$ cat src/rtl/tl_tx_fc_gate.sv
// rtl/tl_tx_fc_gate.sv - transmit-side flow-control gate: admits TLPs only when partner credit allows
module tl_tx_fc_gate #(
    parameter int CREDIT_DEPTH = 12,
    parameter int DCRED_W      = 8
) (
    input  logic                    sclk,
    input  logic                    srst,
    input  logic [CREDIT_DEPTH-1:0] cl_p_h_i,
    input  logic [CREDIT_DEPTH-1:0] cl_p_d_i,
    input  logic [CREDIT_DEPTH-1:0] cl_np_h_i,
    input  logic [CREDIT_DEPTH-1:0] cl_cpl_h_i,
    input  logic [CREDIT_DEPTH-1:0] cl_cpl_d_i,
    input  logic                    cl_en_i,
    input  logic                    tlp_valid_i,
    input  logic [1:0]              tlp_type_i,
    input  logic [DCRED_W-1:0]      tlp_dcred_i,
    output logic                    tlp_ready_o,
    output logic [CREDIT_DEPTH-1:0] cc_p_h_o,
    output logic [CREDIT_DEPTH-1:0] cc_p_d_o,
    output logic [CREDIT_DEPTH-1:0] cc_np_h_o,
    output logic [CREDIT_DEPTH-1:0] cc_cpl_h_o,
    output logic [CREDIT_DEPTH-1:0] cc_cpl_d_o,
    output logic                    fc_init_done_o,
    output logic                    type_err_o
);

    localparam int N = CREDIT_DEPTH;
    localparam logic [N-1:0] HALF = N'(1) << (N - 1);
    localparam logic [N-1:0] ONE  = N'(1);

    typedef enum logic {
        ST_IDLE,
        ST_ACTIVE
    } state_t;

    state_t state_q;

    logic [N-1:0] cl_p_h_q, cl_p_d_q, cl_np_h_q, cl_cpl_h_q, cl_cpl_d_q;
    logic [N-1:0] cc_p_h_q, cc_p_d_q, cc_np_h_q, cc_cpl_h_q, cc_cpl_d_q;
    logic [N-1:0] cc_p_h_d, cc_p_d_d, cc_np_h_d, cc_cpl_h_d, cc_cpl_d_d;
    logic         inf_p_h_q, inf_p_d_q, inf_np_h_q, inf_cpl_h_q, inf_cpl_d_q;
    logic         init_done_q;
    logic         type_err_q;

    logic [N-1:0] need_d;
    logic         is_p, is_np, is_cpl, is_rsvd;
    logic         ok_p_h, ok_p_d, ok_np_h, ok_cpl_h, ok_cpl_d;
    logic         credit_ok;
    logic         grant;

    // Modular check: the remaining window after this TLP must not have gone "negative".
    function automatic logic fld_pass(input logic inf, input logic [N-1:0] cl,
                                      input logic [N-1:0] cc, input logic [N-1:0] need);
        logic [N-1:0] diff;
        diff = cl - cc - need;
        return inf || (diff <= HALF);
    endfunction

    always_comb begin
        need_d   = N'(tlp_dcred_i);
        is_p     = (tlp_type_i == 2'd0);
        is_np    = (tlp_type_i == 2'd1);
        is_cpl   = (tlp_type_i == 2'd2);
        is_rsvd  = (tlp_type_i == 2'd3);

        ok_p_h   = fld_pass(inf_p_h_q,   cl_p_h_q,   cc_p_h_q,   ONE);
        ok_np_h  = fld_pass(inf_np_h_q,  cl_np_h_q,  cc_np_h_q,  ONE);
        ok_cpl_h = fld_pass(inf_cpl_h_q, cl_cpl_h_q, cc_cpl_h_q, ONE);
        ok_p_d   = (need_d == '0) || fld_pass(inf_p_d_q,   cl_p_d_q,   cc_p_d_q,   need_d);
        ok_cpl_d = (need_d == '0) || fld_pass(inf_cpl_d_q, cl_cpl_d_q, cc_cpl_d_q, need_d);

        credit_ok = (is_p   && ok_p_h   && ok_p_d)   ||
                    (is_np  && ok_np_h)              ||
                    (is_cpl && ok_cpl_h && ok_cpl_d);
    end

    assign grant       = !srst && (state_q == ST_ACTIVE) && tlp_valid_i && !is_rsvd && credit_ok;
    assign tlp_ready_o = grant;

    always_comb begin
        cc_p_h_d   = cc_p_h_q;
        cc_p_d_d   = cc_p_d_q;
        cc_np_h_d  = cc_np_h_q;
        cc_cpl_h_d = cc_cpl_h_q;
        cc_cpl_d_d = cc_cpl_d_q;
        if (grant) begin
            if (is_p) begin
                cc_p_h_d = cc_p_h_q + ONE;
                cc_p_d_d = cc_p_d_q + need_d;
            end
            if (is_np) begin
                cc_np_h_d = cc_np_h_q + ONE;
            end
            if (is_cpl) begin
                cc_cpl_h_d = cc_cpl_h_q + ONE;
                cc_cpl_d_d = cc_cpl_d_q + need_d;
            end
        end
    end

    always_ff @(posedge sclk) begin
        if (srst) begin
            state_q     <= ST_IDLE;
            cl_p_h_q    <= '0;
            cl_p_d_q    <= '0;
            cl_np_h_q   <= '0;
            cl_cpl_h_q  <= '0;
            cl_cpl_d_q  <= '0;
            cc_p_h_q    <= '0;
            cc_p_d_q    <= '0;
            cc_np_h_q   <= '0;
            cc_cpl_h_q  <= '0;
            cc_cpl_d_q  <= '0;
            inf_p_h_q   <= 1'b0;
            inf_p_d_q   <= 1'b0;
            inf_np_h_q  <= 1'b0;
            inf_cpl_h_q <= 1'b0;
            inf_cpl_d_q <= 1'b0;
            init_done_q <= 1'b0;
            type_err_q  <= 1'b0;
        end else begin
            cc_p_h_q   <= cc_p_h_d;
            cc_p_d_q   <= cc_p_d_d;
            cc_np_h_q  <= cc_np_h_d;
            cc_cpl_h_q <= cc_cpl_h_d;
            cc_cpl_d_q <= cc_cpl_d_d;
            if (tlp_valid_i && is_rsvd) begin
                type_err_q <= 1'b1;
            end
            case (state_q)
                ST_IDLE: begin
                    if (cl_en_i) begin
                        // A zero limit on the very first advertisement means unlimited credit.
                        cl_p_h_q    <= cl_p_h_i;
                        cl_p_d_q    <= cl_p_d_i;
                        cl_np_h_q   <= cl_np_h_i;
                        cl_cpl_h_q  <= cl_cpl_h_i;
                        cl_cpl_d_q  <= cl_cpl_d_i;
                        inf_p_h_q   <= (cl_p_h_i   == '0);
                        inf_p_d_q   <= (cl_p_d_i   == '0);
                        inf_np_h_q  <= (cl_np_h_i  == '0);
                        inf_cpl_h_q <= (cl_cpl_h_i == '0);
                        inf_cpl_d_q <= (cl_cpl_d_i == '0);
                        init_done_q <= 1'b1;
                        state_q     <= ST_ACTIVE;
                    end
                end
                ST_ACTIVE: begin
                    if (cl_en_i) begin
                        if (!inf_p_h_q)   cl_p_h_q   <= cl_p_h_i;
                        if (!inf_p_d_q)   cl_p_d_q   <= cl_p_d_i;
                        if (!inf_np_h_q)  cl_np_h_q  <= cl_np_h_i;
                        if (!inf_cpl_h_q) cl_cpl_h_q <= cl_cpl_h_i;
                        if (!inf_cpl_d_q) cl_cpl_d_q <= cl_cpl_d_i;
                    end
                end
                default: state_q <= ST_IDLE;
            endcase
        end
    end

    assign cc_p_h_o       = cc_p_h_q;
    assign cc_p_d_o       = cc_p_d_q;
    assign cc_np_h_o      = cc_np_h_q;
    assign cc_cpl_h_o     = cc_cpl_h_q;
    assign cc_cpl_d_o     = cc_cpl_d_q;
    assign fc_init_done_o = init_done_q;
    assign type_err_o     = type_err_q;

endmodule

$ cat config.mk
export PLATFORM = sky130hd
export DESIGN_NAME = tl_tx_fc_gate
export DESIGN_NICKNAME = d
export VERILOG_FILES = /design/src/rtl/tl_tx_fc_gate.sv
export SDC_FILE = /design/constraint.sdc
export NUM_CORES = 1
export LEC_CHECK = 0
export ABC_CLOCK_PERIOD_IN_PS = 6700
export BUFFER_PORTS_ARGS = -buffer_cell sky130_fd_sc_hd__buf_4
export CORE_MARGIN = 2
export CORE_UTILIZATION = 35
export DETAILED_ROUTE_END_ITERATION = 8
export PLACE_DENSITY = 0.52
export SYNTH_ARGS = -nofsm -noshare
export SYNTH_HDL_FRONTEND = slang
export SYNTH_SLANG_ARGS = --single-unit
$ cat constraint.sdc
create_clock -name sclk -period 6.7 [get_ports sclk]
set_clock_uncertainty 0.1 [all_clocks]
set_input_delay 1.675 -clock sclk [delete_from_list [all_inputs] [get_ports sclk]]
set_output_delay 1.675 -clock sclk [all_outputs]
set_load 0.01 [all_outputs]
==> impl_results.md <==
* Placed insts at 1683
* Area leader, netlist: dfxtp_1
* Residual DRC count at 0
* TritonCTS clock tree: built
* Placed inst area at 11040 um2
* Tmin final at between 6000 and 7000 ps
* Wire per inst at 16.36 um
* Critical path startpoint category: primary input
* Die height at ~170 um
* H-Tree Depth at 4
* Internal reg-to-reg setup slack at around 1900 ps
* Number of global-route vias before repair at around 8500
* R2R cell count at 16
* Crit-path slowest cell: fa_1
* Top post-synthesis cells by area: dfxtp_1 (27%), ha_1 (13%), a21oi_1 (6.9%)
* Synth top area share at ~27%
* Insertion delay to the later sink of the worst-skew pair at between 400 and 500 ps
* Max_cap viols at 0
* Fin crit share at 100.6%
* Routability Congestion at 0.8781
* Most common cell in the netlist: nand2_1
* Initial antenna violation count at 0
* Vias at just under 9000
* Worst slew margin at approximately 44%
* Number of DRC markers in iteration 0 at ~480
* Reg-to-Reg Start: cc_cpl_d_o[0]
* Required @ worst endpoint at a little under 5000 ps
* RSZ-0062 raised after global routing: true
* Worst path top cell family by delay: compound AO/OA/AOI/OAI gates
* Clk sinks at between 100 and 150
* Max Freq at 0.1483 GHz
* Sum Neg Setup Slack at -42.22 ps
* Share of cells above drive strength 1 at 17.45%
* Hold Path Class: reg -> reg
* Final core occ at a little over two fifths
* Data arrival, critical path at about 5000 ps
* PortBufs at about 140
* Global route total overflow at 0
* DR pass1 iterations at 5
* Synthesis warning total at 0
* Worst hold stages at 2
* Peak VDD IR at around 0.00013 V
* Failing checks: negative setup slack
* Worst Path Max Fanout at 2
* Syn-to-layout area delta at 23.08%
* Pwr Density at approximately 190 nW/um2
* Setup violations, final at 1
* Post-layout instance area at about 12000 um2
* Hold Crit Start: cl_cpl_d_q[2]
* Static Leak at about 5.1 nW
* Post-DRT Antenna Nets at 0
* DRT Wirelength at approximately 28000 um
* Count of final max-slew check failures at 0
* Filler cell count in the final layout at 2777
* Buf/Inv on CP at 5
* CP endpoint kind: output pin
* Clock root buffer: clkbuf_16
* Distinct cells, synth at 63
* Syn_nets at 1416
* Starting Density at between 30% and 40%
* Max Root-Sink Buffers at 2
* Core area at 26880 um2
* Register clock-pin slew on the reported worst setup and hold paths at 60 ps
* Post-synthesis sequential area ratio at 26.87%
* Nets@finish at between 1500 and 2000
* Synth Register Bits at 128
* R2r endpoint: cc_cpl_h_o[8]
* Crit-path cells: buf_8 > inv_4 > fa_1 > inv_1 > ha_4 > nor2_4 > fa_2 > buf_6 > xnor2_4 > a2111oi_4 > o2111ai_2 > a2111oi_4 > a31oi_2 > o311a_1 > a21oi_4 > buf_6
* Tot Pwr at 2.215 mW
* Detail Placement HPWL at approximately 22000 um
* Die width at about 170 um
* Commonest cells post-synth: nand2_1 (172), inv_1 (146), a21oi_1 (131)
* Worst-Margin Slew at around 840 ps
* Largest net degree at the start of global routing at just over 80
* Main synth FF type: dfxtp_1
* Hold Path End: cl_cpl_d_q[2]
* Io pins at 137
* Post-synth EDFFs at 0
* Std cell rows at 60
* Final hold violation count at 0
* Async set-or-reset flop fraction in the synthesized netlist at 0%
* Synth Instances at between 1000 and 1500
* Mean Syn Cell Area at 7.798 um2
* Ant. Diodes at 0
* Crit path largest cell delay at between 400 and 500 ps
* Slack of the critical path at -42.22 ps
* Syn Std Cell Area at between 9000 and 10000 um2
* Num CTS Buffers at 17
* Finished Layout Cells at 1716
* Critical path class: in -> out
* Routed vias/inst at around 5.2
* Outcome: finished, violations left
* Die ar. at between 20000 and 30000 um2
* GRT Util Overall at approximately 20%
* Hold Buf Count CTS at 0
* First-pass GRT wire length at approximately 45000 um
report_power, final:
part	switching (mW)	total [mW]	internal, mW
clock	0.392	0.918	0.526
sequential	0.0173	0.800	0.783
combinational	0.277	0.497	0.220
total	0.686	2.22	1.53
cell families (layout without fill, tap and decap cells):
kind of cell / after synthesis / count (layout) / synth area share, %
compound gates: 318 / 318 / 21.50
xor+xnor: 51 / 51 / 4.684
fa+ha+maj: 119 / 119 / 17.27
buf+inv: 190 / 342 / 7.544
flops: 128 / 128 / 26.87
mux: 19 / 19 / 2.073
simple gates: 398 / 398 / 20.06
repair_timing:
action | 4_1_cts | 5_1_grt
pin swaps | 12 | 10
endpoints found under the setup margin | 1 | 1
resized for setup | 10 | 13
buffers inserted | 1 | 0
how the worst max path moves through the flow:
stage	from	slack [ps]	depth (start not counted)	endpoint
after floorplan	tlp_dcred_i[0]	20	15	tlp_ready_o
after global routing	tlp_dcred_i[0]	-140	16	tlp_ready_o
after global placement	tlp_dcred_i[0]	-170	16	tlp_ready_o
final	tlp_dcred_i[0]	-40	16	tlp_ready_o
after detailed placement	tlp_dcred_i[0]	-160	16	tlp_ready_o
after CTS	tlp_dcred_i[0]	-70	16	tlp_ready_o
layout by cell type, fill, tap and decap left out, types with 5 or more instances in the layout:
master / count
nand2_1: 172
buf_4: 161
inv_1: 145
a21oi_1: 130
dfxtp_1: 128
ha_1: 96
nor2_1: 64
o21ai_0: 46
xnor2_1: 38
a21o_1: 24
nor4_1: 23
nand4_1: 20
nand3_1: 20
fa_1: 20
clkbuf_16: 17
nand3b_1: 16
nor2b_1: 15
a211oi_1: 15
nor3_1: 14
mux2i_1: 13
xor2_1: 12
nand2b_1: 12
o21bai_1: 11
a311oi_1: 8
a41o_1: 8
and2_1: 7
o21a_1: 7
a31o_2: 7
nor3b_1: 6
a31oi_1: 6
or3_1: 6
o211ai_1: 6
mux2_2: 6
o22ai_1: 5
o2111ai_1: 5
a2111oi_2: 5
worst min-delay path, delay by kind of cell (launching register included):
kind | cells | cell delay [ps]
flip-flops | 1 | 310
AO/OA/AOI/OAI | 1 | 50
AND/OR/NAND/NOR | 1 | 50
stage by stage:
step	worst slack (ps)	hold slack, ps
after floorplan	19.41	336.3
after global placement	-167.0	344.5
after detailed placement	-156.3	346.5
after CTS	-70.94	354.9
after global routing	-144.7	366.9
final	-42.22	351.2
routing by layer:
metal	part of all wire (%)	vias up	global-route usage, %
met4	1.5	0	4.868
met2	48	178	33.27
met3	3.4	21	3.297
met5	0	-	0
li1	-	4532	-
met1	47	4165	26.58
final cells by class:
class                           count  area [um2]  area share [%]
Multi-Input combinational cell    905        6379           54.34
Sequential cell                   128        2562           21.83
Timing Repair Buffer              164        1246           10.62
Inverter                          146       550.5           4.690
Clock buffer                       18       439.2           3.742
Tap cell                          341       426.7           3.635
Clock inverter                     14       133.9           1.141
Note: power is estimated with default switching activity, not from simulation.
